File: src/rtl/spi_quad_target_if.sv
// Pad-side SPI pins plus the byte-stream handshake between the SPI target and its command decoder.
// The DUT side uses the slave modport; a bench or pad model drives through master.
interface spi_quad_target_if;
    logic       spi_sclk;
    logic       spi_cs_n;
    logic [3:0] spi_mosi;
    logic [3:0] spi_miso;
    logic [3:0] spi_miso_oe;
    logic [7:0] rx_data;
    logic       rx_valid;
    logic       rx_first;
    logic [7:0] tx_data;
    logic       tx_valid;
    logic       tx_ready;
    logic       tx_underrun;
    logic       frame_abort;
    logic       busy;

    modport slave (
        input  spi_sclk, spi_cs_n, spi_mosi, tx_data, tx_valid,
        output spi_miso, spi_miso_oe, rx_data, rx_valid, rx_first,
               tx_ready, tx_underrun, frame_abort, busy
    );

    modport master (
        output spi_sclk, spi_cs_n, spi_mosi, tx_data, tx_valid,
        input  spi_miso, spi_miso_oe, rx_data, rx_valid, rx_first,
               tx_ready, tx_underrun, frame_abort, busy
    );
endinterface

File: src/rtl/spi_quad_target.sv
// Oversampled mode-0 SPI target, 1/2/4 lanes: edges act 3 clk after the pad, rx_valid and tx_ready
// strike together one clk after the final beat; rx has no backpressure, a missing tx byte sends TX_IDLE.
module spi_quad_target #(
    parameter int         LANES   = 4,
    parameter logic [7:0] TX_IDLE = 8'hFF
) (
    input logic             clk,
    input logic             rst,
    spi_quad_target_if.slave bus
);
    typedef enum logic [1:0] {IDLE, LOAD, SHIFT} state_t;

    localparam int         BEATS     = 8 / LANES;
    localparam logic [2:0] LAST_BEAT = 3'(BEATS - 1);
    localparam logic [3:0] LANE_MASK = 4'((1 << LANES) - 1);

    state_t           state, state_nxt;
    logic             sclk_s1, sclk_s2, sclk_d;
    logic             cs_s1, cs_s2, cs_d;
    logic [LANES-1:0] mosi_s1, mosi_s2;
    logic [2:0]       beat_cnt;
    logic [7:0]       rx_sh, tx_sh, rx_next, tx_byte, rx_data_r;
    logic [3:0]       miso_r, oe_r;
    logic             first_pending, rx_valid_r, rx_first_r, abort_r;
    logic             sclk_rise, cs_fall, cs_rise, beat_last, tx_ready_c;

    // cs_n flops come out of reset high so a released reset never fakes a frame start
    always_ff @(posedge clk or posedge rst) begin
        if (rst) begin
            sclk_s1 <= 1'b0;
            sclk_s2 <= 1'b0;
            sclk_d  <= 1'b0;
            cs_s1   <= 1'b1;
            cs_s2   <= 1'b1;
            cs_d    <= 1'b1;
            mosi_s1 <= '0;
            mosi_s2 <= '0;
        end else begin
            sclk_s1 <= bus.spi_sclk;
            sclk_s2 <= sclk_s1;
            sclk_d  <= sclk_s2;
            cs_s1   <= bus.spi_cs_n;
            cs_s2   <= cs_s1;
            cs_d    <= cs_s2;
            mosi_s1 <= bus.spi_mosi[LANES-1:0];
            mosi_s2 <= mosi_s1;
        end
    end

    assign sclk_rise = sclk_s2 & ~sclk_d;
    assign cs_fall   = ~cs_s2 & cs_d;
    assign cs_rise   = cs_s2 & ~cs_d;
    assign beat_last = (beat_cnt == LAST_BEAT);
    assign rx_next   = 8'({rx_sh, mosi_s2});
    assign tx_byte   = bus.tx_valid ? bus.tx_data : TX_IDLE;

    always_ff @(posedge clk or posedge rst) begin
        if (rst) state <= IDLE;
        else     state <= state_nxt;
    end

    always_comb begin
        state_nxt  = state;
        tx_ready_c = 1'b0;
        case (state)
            IDLE:  if (cs_fall) state_nxt = LOAD;
            LOAD: begin
                tx_ready_c = 1'b1;
                state_nxt  = cs_rise ? IDLE : SHIFT;
            end
            SHIFT: begin
                if (cs_rise)                     state_nxt = IDLE;
                else if (sclk_rise && beat_last) state_nxt = LOAD;
            end
            default: state_nxt = IDLE;
        endcase
    end

    // miso_r holds the beat launched after each sclk rise, so the byte-boundary reload of
    // tx_sh does not disturb the last beat before the master samples it on the fall
    always_ff @(posedge clk or posedge rst) begin
        if (rst) begin
            rx_sh         <= '0;
            tx_sh         <= '0;
            miso_r        <= '0;
            oe_r          <= '0;
            beat_cnt      <= '0;
            first_pending <= 1'b0;
            rx_data_r     <= '0;
            rx_valid_r    <= 1'b0;
            rx_first_r    <= 1'b0;
            abort_r       <= 1'b0;
        end else begin
            rx_valid_r <= 1'b0;
            rx_first_r <= 1'b0;
            abort_r    <= 1'b0;
            case (state)
                IDLE: begin
                    beat_cnt <= '0;
                    if (cs_fall) first_pending <= 1'b1;
                end
                LOAD: begin
                    if (cs_rise) begin
                        tx_sh         <= '0;
                        miso_r        <= '0;
                        oe_r          <= '0;
                        first_pending <= 1'b0;
                    end else begin
                        tx_sh <= tx_byte;
                        oe_r  <= LANE_MASK;
                        if (first_pending) miso_r <= 4'(tx_byte[7 -: LANES]);
                    end
                end
                SHIFT: begin
                    if (sclk_rise) begin
                        rx_sh  <= rx_next;
                        miso_r <= 4'(tx_sh[7 -: LANES]);
                        tx_sh  <= tx_sh << LANES;
                        if (beat_last) begin
                            rx_data_r     <= rx_next;
                            rx_valid_r    <= 1'b1;
                            rx_first_r    <= first_pending;
                            first_pending <= 1'b0;
                            beat_cnt      <= '0;
                        end else begin
                            beat_cnt <= beat_cnt + 3'd1;
                        end
                    end
                    if (cs_rise) begin
                        tx_sh         <= '0;
                        miso_r        <= '0;
                        oe_r          <= '0;
                        beat_cnt      <= '0;
                        first_pending <= 1'b0;
                        abort_r       <= sclk_rise ? !beat_last : (beat_cnt != 3'd0);
                    end
                end
                default: ;
            endcase
        end
    end

    assign bus.spi_miso    = miso_r;
    assign bus.spi_miso_oe = oe_r;
    assign bus.rx_data     = rx_data_r;
    assign bus.rx_valid    = rx_valid_r;
    assign bus.rx_first    = rx_first_r;
    assign bus.tx_ready    = tx_ready_c;
    assign bus.tx_underrun = tx_ready_c & ~bus.tx_valid;
    assign bus.frame_abort = abort_r;
    assign bus.busy        = (state != IDLE);
endmodule
File: src/flat_wrapper.sv
// flat-port wrapper written by rule: the top's interface ports become plain ports
module spi_quad_target_flat 
#(
    parameter int         LANES   = 4,
    parameter logic [7:0] TX_IDLE = 8'hFF
)
  (clk, rst, bus_spi_sclk, bus_spi_cs_n, bus_spi_mosi, bus_tx_data, bus_tx_valid, bus_spi_miso, bus_spi_miso_oe, bus_rx_data, bus_rx_valid, bus_rx_first, bus_tx_ready, bus_tx_underrun, bus_frame_abort, bus_busy);
  spi_quad_target_if bus_i ();
  input logic clk;
  input logic rst;
  input wire logic [$bits(bus_i.spi_sclk)-1:0] bus_spi_sclk;
  input wire logic [$bits(bus_i.spi_cs_n)-1:0] bus_spi_cs_n;
  input wire logic [$bits(bus_i.spi_mosi)-1:0] bus_spi_mosi;
  input wire logic [$bits(bus_i.tx_data)-1:0] bus_tx_data;
  input wire logic [$bits(bus_i.tx_valid)-1:0] bus_tx_valid;
  output wire logic [$bits(bus_i.spi_miso)-1:0] bus_spi_miso;
  output wire logic [$bits(bus_i.spi_miso_oe)-1:0] bus_spi_miso_oe;
  output wire logic [$bits(bus_i.rx_data)-1:0] bus_rx_data;
  output wire logic [$bits(bus_i.rx_valid)-1:0] bus_rx_valid;
  output wire logic [$bits(bus_i.rx_first)-1:0] bus_rx_first;
  output wire logic [$bits(bus_i.tx_ready)-1:0] bus_tx_ready;
  output wire logic [$bits(bus_i.tx_underrun)-1:0] bus_tx_underrun;
  output wire logic [$bits(bus_i.frame_abort)-1:0] bus_frame_abort;
  output wire logic [$bits(bus_i.busy)-1:0] bus_busy;
  assign bus_i.spi_sclk = bus_spi_sclk;
  assign bus_i.spi_cs_n = bus_spi_cs_n;
  assign bus_i.spi_mosi = bus_spi_mosi;
  assign bus_i.tx_data = bus_tx_data;
  assign bus_i.tx_valid = bus_tx_valid;
  assign bus_spi_miso = bus_i.spi_miso;
  assign bus_spi_miso_oe = bus_i.spi_miso_oe;
  assign bus_rx_data = bus_i.rx_data;
  assign bus_rx_valid = bus_i.rx_valid;
  assign bus_rx_first = bus_i.rx_first;
  assign bus_tx_ready = bus_i.tx_ready;
  assign bus_tx_underrun = bus_i.tx_underrun;
  assign bus_frame_abort = bus_i.frame_abort;
  assign bus_busy = bus_i.busy;
  spi_quad_target #(.LANES(LANES), .TX_IDLE(TX_IDLE)) u_core (.clk(clk), .rst(rst), .bus(bus_i));
endmodule
File: config.mk
export PLATFORM = sky130hd
export DESIGN_NAME = spi_quad_target_flat
export DESIGN_NICKNAME = d
export VERILOG_FILES = /design/src/rtl/spi_quad_target_if.sv /design/src/rtl/spi_quad_target.sv /design/src/flat_wrapper.sv
export SDC_FILE = /design/constraint.sdc
export NUM_CORES = 1
export LEC_CHECK = 0
export ABC_CLOCK_PERIOD_IN_PS = 1550
export CORE_ASPECT_RATIO = 1.75
export CORE_MARGIN = 4
export CORE_UTILIZATION = 46
export DETAILED_ROUTE_END_ITERATION = 6
export HOLD_SLACK_MARGIN = 0.08
export PLACE_DENSITY = 0.75
export SKIP_CTS_REPAIR_TIMING = 1
export SYNTH_ARGS = -nofsm -noshare
export SYNTH_HDL_FRONTEND = slang
export SYNTH_SLANG_ARGS = --single-unit
File: constraint.sdc
create_clock -name clk -period 1.55 [get_ports clk]
set_input_delay 0.31 -clock clk [delete_from_list [all_inputs] [get_ports clk]]
set_output_delay 0.31 -clock clk [all_outputs]
set_load 0.01 [all_outputs]
==> impl_metrics.json <==
{
  "ir_drop_mv": 1.15,
  "critPathMaxFanout": 6,
  "arrival_ns": 1.80,
  "boundaryPins": 39,
  "nNetsFinal": 249,
  "h-tree-depth": 2,
  "grt.total_usage_pct": 17.2,
  "p_clk_share_pct": 18.1,
  "swShare_pct": 34.6,
  "drc": 0,
  "switchingPower_mw": 1.75,
  "r2r_end": "u_core.rx_sh[0]",
  "synthMuxAreaShare_pct": 7.63,
  "synth_seq_area_share_pct": 59.2,
  "clock-sinks": 48,
  "finalCritPeriodShare_pct": 104,
  "dp.final_hpwl_mm": 3.39,
  "synth_compound_area_share_pct": 15.3,
  "ys_seq_elements": 48,
  "synth_area_mm2": 0.00203,
  "final_antenna_net_count": 0,
  "synth_fa_ha_area_share_pct": 2.95,
  "routed_wl_mm": 5.00,
  "p_comb_share_pct": 46.9,
  "rr_worst_depth": 6,
  "critPathRequiredTime_ns": 1.74,
  "synth_largest_area_cell": "dfrtp_1",
  "clkLatencyLatePin_ns": 0.31,
  "cts_root_buf": "clkbuf_8",
  "crit_chain": "inv_2 -> ha_4 -> buf_6 -> nand3b_1 -> buf_4 -> mux2_4",
  "ys_top_cells_by_area": "dfrtp_1 55%, mux2_2 6.6%, dfstp_2 3.9%",
  "die_area_mm2": 0.00559,
  "routed_via_density": 5.38,
  "drt_iter0_markers": 40,
  "avgSynthCellArea_um2": 12.6,
  "port_buffers": 38,
  "max_slew_margin_pct": 72.6,
  "rsz0062_at_grt": "true",
  "synthDistinctLibCells": 39,
  "synthCells": 162,
  "finClkSkew_ns": 0.0137,
  "overflow": 0,
  "synth-edff-count": 0,
  "worst_slack_ns": -0.0671,
  "area_growth_pct": 45.1,
  "p_total_mw": 5.05,
  "tightestPinTransition_ns": 0.407,
  "power.density_mw_per_mm2": 1710,
  "placed_area_mm2": 0.00258,
  "layout_min_cycle_time_ns": 1.62,
  "synth_top_cell_area_share_pct": 55.4,
  "cts_made_buffers": 5,
  "grt_max_degree": 19,
  "critPathMaxStageDelay_ns": 0.41,
  "leakagePower_nw": 1.45,
  "die_w_um": 58.3,
  "r2r_slack_ns": -0.07,
  "min_path_type": "input port to async pin",
  "seq_area_mm2": 0.00121,
  "grt_pass1_vias": 1590,
  "start_util_pct": 48.6,
  "maxSlewViolCount": 0,
  "antenna_found_initial": 0,
  "drive_gt1_share_pct": 39.3,
  "status": "finished with violations",
  "rr_startpoint": "u_core.state[0]",
  "syn_nets": 183,
  "fmax_mhz": 618,
  "synth_top_flop_cell": "dfrtp_1",
  "drt_first_pass_iters": 4,
  "synth_top_family_by_area": "compound AO/OA/AOI/OAI gates",
  "violations": "negative setup slack",
  "gp_congestion": 0.870,
  "synth-simple-area-share_pct": 8.49,
  "finalHoldViolations": 0,
  "seq_power_share_pct": 35.0,
  "clk_pin_slew_ns": 0.09,
  "end_kind": "register",
  "grt_pass1_wl_mm": 7.22,
  "fp.dieH_um": 96.0,
  "multi_input_comb_area_um2": 872,
  "finish.instance_area_mm2": 0.00295,
  "rows": 31,
  "async_flop_share_pct": 100,
  "n_antenna_cell": 0,
  "crit_type": "register to register",
  "yosys_warnings": 0,
  "slowest_stage": "dfrtp_1",
  "tritoncts": "yes",
  "fin_util_pct": 70.5,
  "nFillCells": 290,
  "intPower_mw": 3.30,
  "cts_buffer_depth": 2,
  "startpoint_type": "register",
  "routedWlPerCell_um": 18.0,
  "core-area_mm2": 0.00419,
  "pre_cts_ws_ns": -0.181,
  "synth-xor-area-share_pct": 0.861,
  "setup_viol": 6,
  "maxCapViolations": 0,
  "vias": 1495
}
worst max-delay path by stage:
| stage | cells past startpoint | start | to |
|---|---|---|---|
| final | 6 | u_core.state[0] | u_core.rx_sh[0] |
| after global routing | 7 | u_core.state[0] | u_core.beat_cnt[1] |
| after CTS | 4 | u_core.state[1] | bus_tx_underrun |
| after detailed placement | 3 | bus_tx_valid | bus_tx_underrun |
| after global placement | 3 | bus_tx_valid | bus_tx_underrun |
| after floorplan | 6 | u_core.state[0] | u_core.state[1] |
stage by stage:
step                      hold WS, ns  std cells  TNS, ns
after global routing            0.304        278   -0.913
after CTS                       0.297        269    -4.75
after floorplan                 0.314        162        0
final                           0.291        278   -0.242
after global placement          0.333        261    -1.31
after detailed placement        0.336        261    -2.49
cell families after synthesis:
| family | after synthesis |
|---|---|
| AO/OA/AOI/OAI | 40 |
| buffers and inverters | 23 |
| XOR/XNOR | 2 |
| AND/OR/NAND/NOR | 30 |
| flip-flops | 48 |
| multiplexers | 14 |
| adder cells (fa/ha/maj) | 5 |
state kept, by name (all words and copies together), names as in the netlist, 2 cells and up:
| signal | cells |
|---|---|
| u_core.mosi_s1 | 4 |
| u_core.tx_sh | 8 |
| u_core.mosi_s2 | 4 |
| u_core.bus.spi_miso | 4 |
| u_core.bus.rx_data | 8 |
| u_core.beat_cnt | 3 |
| u_core.rx_sh | 4 |
| u_core.state | 2 |
layer usage:
layer,vias to the layer above,GRT usage (%),routed length (um)
met3,10,4.03,224
met2,47,33.2,2960
met4,0,8.90,98
met1,743,16.0,1710
met5,-,0,0
li1,695,-,-
Yosys cell counts (2+ instances only):
cell type  count
xnor2_1        2
buf_6          2
o31ai_1        4
buf_4          3
nor2_1         9
nor2b_1        2
o21ai_0        9
mux2i_1        2
o32ai_1        2
a22o_2         4
nand2b_1       4
dfstp_2        3
mux2_2        12
inv_1         15
a31oi_1        2
a21oi_1        8
nand2_1        8
dfrtp_1       45
a32o_1         2
nor2b_4        2
ha_1           4
layout make-up:
cell class,count,share of cell area [%]
Sequential cell,48,40.9
Multi-Input combinational cell,91,29.5
Timing Repair Buffer,66,21.5
Clock buffer,5,2.33
Tap cell,49,2.08
Inverter,16,2.03
Clock inverter,3,1.61
power groups by stage:
stage	sequential [mW]	clock, mW	combinational (mW)
floorplan	1.77	0	1.13
global placement	1.75	0	1.82
detailed placement	1.78	0	1.90
CTS	1.75	0.933	1.92
global route	1.80	0.984	2.54
finish	1.77	0.915	2.37
cell usage in the layout, fill, tap and decap left out, types with 5 or more instances in the layout:
| cell type | synthesis | routed |
|---|---|---|
| buf_4 | 3 | 23 |
| clkbuf_8 | 0 | 5 |
| clkdlybuf4s50_1 | 0 | 25 |
| dfrtp_1 | 45 | 44 |
| dlymetal6s2s_1 | 0 | 11 |
| inv_1 | 15 | 11 |
| inv_2 | 1 | 5 |
| mux2_2 | 12 | 8 |
| nand2_1 | 8 | 8 |
| o21ai_0 | 9 | 9 |
worst max-delay path: cells and delay by family (launching register included):
family,cells,cell delay [ns]
adders and majority gates,1,0.17
DFF,1,0.41
muxes,1,0.29
buffers and inverters,3,0.45
and+or+nand+nor,1,0.18
(Power assumes the default switching activity.)
